===== src/rtl/vertex_unpack_pkg.sv =====
// Shared types, constants and the component extension helper for the vertex unpacker.
// VERTEX_UNPACK_SIGNED_EN selects sign extension of components (default: zero extension).
package vertex_pkg;

  localparam int unsigned COMP_WIDTH = 9;
  localparam int unsigned FRAC_BITS  = 16;
  localparam int unsigned OUT_WIDTH  = 32;
  localparam int unsigned CNT_WIDTH  = 16;
  localparam int unsigned INT_WIDTH  = OUT_WIDTH - FRAC_BITS;

  localparam logic [OUT_WIDTH-1:0] FIXED_ONE = OUT_WIDTH'(1) << FRAC_BITS;

  typedef enum logic {
    COLLECT,
    PRESENT
  } state_e;

  typedef enum logic [1:0] {
    BEAT_X,
    BEAT_Y,
    BEAT_Z
  } beat_e;

  // Index 0 = x, index 3 = w
  typedef logic [3:0][OUT_WIDTH-1:0] vec_t;

  localparam vec_t VEC_RESET = {FIXED_ONE, {(3 * OUT_WIDTH){1'b0}}};

  // Widen a raw component to the integer part, then place it above the fraction.
  function automatic logic [OUT_WIDTH-1:0] fixed_extend(input logic [COMP_WIDTH-1:0] comp);
    logic [INT_WIDTH-1:0] ext;
`ifdef VERTEX_UNPACK_SIGNED_EN
    ext = {{(INT_WIDTH - COMP_WIDTH){comp[COMP_WIDTH-1]}}, comp};
`else
    ext = {{(INT_WIDTH - COMP_WIDTH){1'b0}}, comp};
`endif
    return {ext, {FRAC_BITS{1'b0}}};
  endfunction

endpackage


===== src/rtl/vertex_unpack_if.sv =====
// Component stream in and assembled-vertex handshake out of the vertex unpacker.
interface vertex_unpack_if;
  import vertex_pkg::*;

  logic                  s_axis_tvalid;
  logic [COMP_WIDTH-1:0] s_axis_tdata;
  logic                  s_axis_tready;
  logic                  valid_out;
  logic                  ready_in;
  vec_t                  vec_out;

  modport slave (
    input  s_axis_tvalid,
    input  s_axis_tdata,
    input  ready_in,
    output s_axis_tready,
    output valid_out,
    output vec_out
  );

  modport master (
    output s_axis_tvalid,
    output s_axis_tdata,
    output ready_in,
    input  s_axis_tready,
    input  valid_out,
    input  vec_out
  );

endinterface


===== src/rtl/vertex_unpack.sv =====
// Drains x, y, z components from the vertex FIFO and presents {x, y, z, 1.0} in Q16.16.
// VERTEX_UNPACK_SIGNED_EN (in vertex_pkg) selects signed components.
module vertex_unpack
  import vertex_pkg::*;
(
  input  logic                 clk_in,
  input  logic                 rst_in,
  vertex_unpack_if.slave       vif,
  input  logic                 sync_in,
  output logic [CNT_WIDTH-1:0] vertex_count
);

  state_e                 state_q, state_d;
  beat_e                  beat_q, beat_d;
  vec_t                   vec_q, vec_d;
  logic [CNT_WIDTH-1:0]   count_q, count_d;
  logic                   tready_q, tready_d;
  logic                   valid_q, valid_d;
  logic                   beat_acc;
  logic [OUT_WIDTH-1:0]   comp_ext;

  assign beat_acc = vif.s_axis_tvalid && tready_q;
  assign comp_ext = fixed_extend(vif.s_axis_tdata);

  // State register
  always_ff @(posedge clk_in) begin
    if (rst_in) begin
      state_q <= COLLECT;
    end else begin
      state_q <= state_d;
    end
  end

  // Next state: Z beat completes a vertex, downstream handshake releases it
  always_comb begin
    state_d = state_q;
    case (state_q)
      COLLECT: if (!sync_in && beat_acc && (beat_q == BEAT_Z)) state_d = PRESENT;
      PRESENT: if (vif.ready_in) state_d = COLLECT;
      default: state_d = COLLECT;
    endcase
  end

  // Registered handshake decode, looking one state ahead
  always_comb begin
    tready_d = (state_d == COLLECT);
    valid_d  = (state_d == PRESENT);
  end

  // Beat counter, vector assembly and accepted-vertex counter
  always_comb begin
    beat_d  = beat_q;
    vec_d   = vec_q;
    count_d = count_q;
    case (state_q)
      COLLECT: begin
        if (sync_in) begin
          beat_d = BEAT_X;
        end else if (beat_acc) begin
          case (beat_q)
            BEAT_X: begin
              vec_d[0] = comp_ext;
              beat_d   = BEAT_Y;
            end
            BEAT_Y: begin
              vec_d[1] = comp_ext;
              beat_d   = BEAT_Z;
            end
            BEAT_Z: begin
              vec_d[2] = comp_ext;
              beat_d   = BEAT_X;
            end
            default: beat_d = BEAT_X;
          endcase
        end
      end
      PRESENT: if (vif.ready_in) count_d = count_q + CNT_WIDTH'(1);
      default: ;
    endcase
  end

  always_ff @(posedge clk_in) begin
    if (rst_in) begin
      beat_q   <= BEAT_X;
      vec_q    <= VEC_RESET;
      count_q  <= '0;
      tready_q <= 1'b0;
      valid_q  <= 1'b0;
    end else begin
      beat_q   <= beat_d;
      vec_q    <= vec_d;
      count_q  <= count_d;
      tready_q <= tready_d;
      valid_q  <= valid_d;
    end
  end

  assign vif.s_axis_tready = tready_q;
  assign vif.valid_out     = valid_q;
  assign vif.vec_out       = vec_q;
  assign vertex_count      = count_q;

endmodule


===== src/flat_wrapper.sv =====
// flat-port wrapper written by rule: the top's interface ports become plain ports
module vertex_unpack_flat import vertex_pkg::*;
  (clk_in, rst_in, sync_in, vertex_count, vif_s_axis_tvalid, vif_s_axis_tdata, vif_ready_in, vif_s_axis_tready, vif_valid_out, vif_vec_out);
  vertex_unpack_if vif_i ();
  input  logic clk_in;
  input  logic rst_in;
  input  logic sync_in;
  output logic [CNT_WIDTH-1:0] vertex_count;
  input wire logic [$bits(vif_i.s_axis_tvalid)-1:0] vif_s_axis_tvalid;
  input wire logic [$bits(vif_i.s_axis_tdata)-1:0] vif_s_axis_tdata;
  input wire logic [$bits(vif_i.ready_in)-1:0] vif_ready_in;
  output wire logic [$bits(vif_i.s_axis_tready)-1:0] vif_s_axis_tready;
  output wire logic [$bits(vif_i.valid_out)-1:0] vif_valid_out;
  output wire logic [$bits(vif_i.vec_out)-1:0] vif_vec_out;
  assign vif_i.s_axis_tvalid = vif_s_axis_tvalid;
  assign vif_i.s_axis_tdata = vif_s_axis_tdata;
  assign vif_i.ready_in = vif_ready_in;
  assign vif_s_axis_tready = vif_i.s_axis_tready;
  assign vif_valid_out = vif_i.valid_out;
  assign vif_vec_out = vif_i.vec_out;
  vertex_unpack u_core (.clk_in(clk_in), .rst_in(rst_in), .vif(vif_i), .sync_in(sync_in), .vertex_count(vertex_count));
endmodule

===== config.mk =====
export PLATFORM = sky130hd
export DESIGN_NAME = vertex_unpack_flat
export DESIGN_NICKNAME = d
export VERILOG_FILES = /design/src/rtl/vertex_unpack_pkg.sv /design/src/rtl/vertex_unpack_if.sv /design/src/rtl/vertex_unpack.sv /design/src/flat_wrapper.sv
export SDC_FILE = /design/constraint.sdc
export NUM_CORES = 1
export LEC_CHECK = 0
export ABC_AREA = 1
export BUFFER_PORTS_ARGS = -buffer_cell sky130_fd_sc_hd__buf_2
export CORE_MARGIN = 4
export CORE_UTILIZATION = 24
export CTS_BUF_LIST = sky130_fd_sc_hd__clkbuf_2
export DETAILED_ROUTE_END_ITERATION = 10
export PLACE_DENSITY = 0.53
export SETUP_SLACK_MARGIN = 0.02
export SYNTH_ARGS = -nofsm -noshare
export SYNTH_HDL_FRONTEND = slang
export SYNTH_SLANG_ARGS = --single-unit
export TNS_END_PERCENT = 1

===== constraint.sdc =====
create_clock -name clk_in -period 1.3 [get_ports clk_in]
set_clock_uncertainty 0.2 [all_clocks]
set_input_delay 0.065 -clock clk_in [delete_from_list [all_inputs] [get_ports clk_in]]
set_output_delay 0.065 -clock clk_in [all_outputs]
set_load 0.03 [all_outputs]

==> results.sh <==
export IMPL_h_tree_depth=2
export IMPL_hold_viol_final=0
export IMPL_dieWidth_um=115
export IMPL_finalSetupViolations=32
export IMPL_yosysTopAreaCellShare=0.344
export IMPL_drtIter0Drc=120
export IMPL_dpl_hpwl_um=5170
export IMPL_synth_distinct_cells=24
export IMPL_rsz0062_at_grt="true"
export IMPL_cts_made_buffers=5
export IMPL_cts_root_buf="clkbuf_2"
export IMPL_fin_cells=607
export IMPL_via_count=2359
export IMPL_dp_cells=580
export IMPL_clk_latency_ps=450
export IMPL_grt_use_total=0.0997
export IMPL_hp_class="in2reg"
export IMPL_die_y_um=115
export IMPL_p_per_area_nw_per_um2=760
export IMPL_placed_area_um2=2980
export IMPL_critPathRequiredTime_ps=1460
export IMPL_worstPathMaxFanout=4
export IMPL_antenna_found_initial=0
export IMPL_vdd_ir_drop_worst_mv=0.382
export IMPL_synth_top_area_cell="dfxtp_1"
export IMPL_postLayoutCellArea_um2=3670
export IMPL_ys_ff_latch=47
export IMPL_max_freq_mhz=705
export IMPL_end_kind="flip-flop"
export IMPL_slew_violations=0
export IMPL_yosysSeqAreaShare=0.344
export IMPL_cts_tree="yes"
export IMPL_wl_per_cell_um=11.4
export IMPL_ctsLongestPathBuffers=2
export IMPL_core_rowCount=38
export IMPL_areaGrowthSynthToFinish_pct=34.2
export IMPL_finalPower_w=0.00279
export IMPL_ios=160
export IMPL_grt_pass1_vias=2191
export IMPL_grt_pass1_wl_um=10400
export IMPL_fin_ws_ps=-118
export IMPL_ant_nets=0
export IMPL_p_leak_nw=1.68
export IMPL_wirelength_um=6900
export IMPL_min_period_ps=1420
export IMPL_fin_tns_setup_ps=-2070
export IMPL_syn_inst=374
export IMPL_via_per_inst=3.89
export IMPL_critPathKind="reg2reg"
export IMPL_final_nets=481
export IMPL_failed_checks="setup timing"
export IMPL_dieArea_um2=13200
export IMPL_status="finished, violations left"
export IMPL_netlist_area_um2=2730
export IMPL_yosys_top_cells_area="dfxtp_1 34%, buf_4 28%, nor2_1 11%, o21ai_0 6.0%, nand2_1 4.3%"
export IMPL_arrival_ps=1580
export IMPL_drc=0
export IMPL_antenna_cells=0
export IMPL_maxCapViolCount=0
export IMPL_period_share=1.09
export IMPL_grt_max_degree=28
export IMPL_grt_overflow=0
export IMPL_cts_sinks=47
export IMPL_start_util=0.249
export IMPL_io_buffers=58
export IMPL_startpoint_type="flip-flop"
export IMPL_clkTransAtPathRegs_ps=270
export IMPL_drtPass1Iterations=5
export IMPL_synth_warnings=0
export IMPL_syn_area_per_cell_um2=7.31
export IMPL_place_congestion=0.829
export IMPL_core_area_um2=11000
export IMPL_drive_gt1_frac=0.366
## cells by family (layout without fill, tap and decap cells)
kind of cell,after synthesis,count (layout),synth area share
other,2,101,0.00275
adders and majority gates,1,1,0.00458
and+or+nand+nor,145,145,0.236
xor gates and xnor gates,2,2,0.00641
AOI/OAI and AO/OA,43,43,0.0788
buffers and inverters,134,128,0.327
DFF,47,47,0.344
## Yosys cell counts, drive strengths merged
cell type  instances
buf              105
nor2              88
dfxtp             47
nand2             35
o21ai             34
inv               23
nand3             13
a21oi              9
nand4              8
clkbuf             4
clkinv             2
conb               2
xor2               2
ha                 1
nor3               1
## power by group
| part | internal [W] | switching (W) |
|---|---|---|
| logic | 0.000127 | 0.000539 |
| registers | 0.00144 | 0.0000177 |
| clock network | 0.000149 | 0.000517 |
| total | 0.00171 | 0.00107 |
## layer usage
layer / global-route usage / routed length (µm)
met5: 0 / 0
met4: 0.0321 / 106
met3: 0.0365 / 681
met2: 0.174 / 3510
met1: 0.113 / 2610
## what timing repair did
action	4_1_cts	5_1_grt
gates cloned	0	1
hold buffers	13	0
resized for setup	149	36
buffers inserted	5	0
pin swaps	13	10
endpoints found under the hold margin	43	0
endpoints found under the setup margin	85	90
## area by class of cell
type                            count  area (µm²)
Fill cell                        1154        7320
Timing Repair inverter              1        6.26
Inverter                           25         114
Timing Repair Buffer               94         917
Clock buffer                        6        30.0
Clock inverter                      2        17.5
Multi-Input combinational cell    292        1370
Tap cell                          140         175
Sequential cell                    47        1040
## state kept, by name, summed over array words and instances (netlist names)
| register | flops |
|---|---|
| u_core.vif.s_axis_tready | 1 |
| u_core.beat_q | 2 |
| u_core.state_q | 1 |
| u_core.vertex_count | 16 |
| u_core.vif.vec_out | 27 |
## worst max-delay path, cell delays in order, from the launching register on
cell and delay (ps):
dfxtp_4 430, nor2_4 120, nand4_1 200, buf_4 220, o21ai_2 100, nor2_1 50
## cells in the final DEF (no fill, tap or decap), drive strengths merged
master	instances
dfxtp	47
dlygate4sd3	13
nand2	35
conb	101
inv	25
clkinv	3
o21ai	34
clkbuf	6
ha	1
nand3	13
a21oi	9
nor3	1
xor2	2
nand4	8
buf	81
nor2	88
## worst paths after layout
check / startpoint / to / slack [ps] / cells after the start
hold reg to reg: u_core.beat_q[0]$_SDFFE_PP0P_ / u_core.beat_q[0]$_SDFFE_PP0P_ / 300 / 2
setup / recovery: u_core.state_q$_SDFF_PP0_ / u_core.vif.vec_out[51]$_SDFFE_PP0P_ / -120 / 5
setup reg to reg: u_core.state_q$_SDFF_PP0_ / u_core.vif.vec_out[51]$_SDFFE_PP0P_ / -120 / 5
hold / removal: rst_in / u_core.beat_q[0]$_SDFFE_PP0P_ / 200 / 3
## stage by stage
| stage | hold slack (ps) | utilization | worst slack, ps |
|---|---|---|---|
| after floorplan | 28.4 | - | -0.481 |
| after global placement | 154 | 0.272 | -90.8 |
| after detailed placement | 160 | 0.272 | -123 |
| after CTS | 169 | 0.325 | -97.7 |
| after global routing | 186 | 0.334 | -187 |
| final | 196 | 0.334 | -118 |
(Power assumes the default switching activity.)
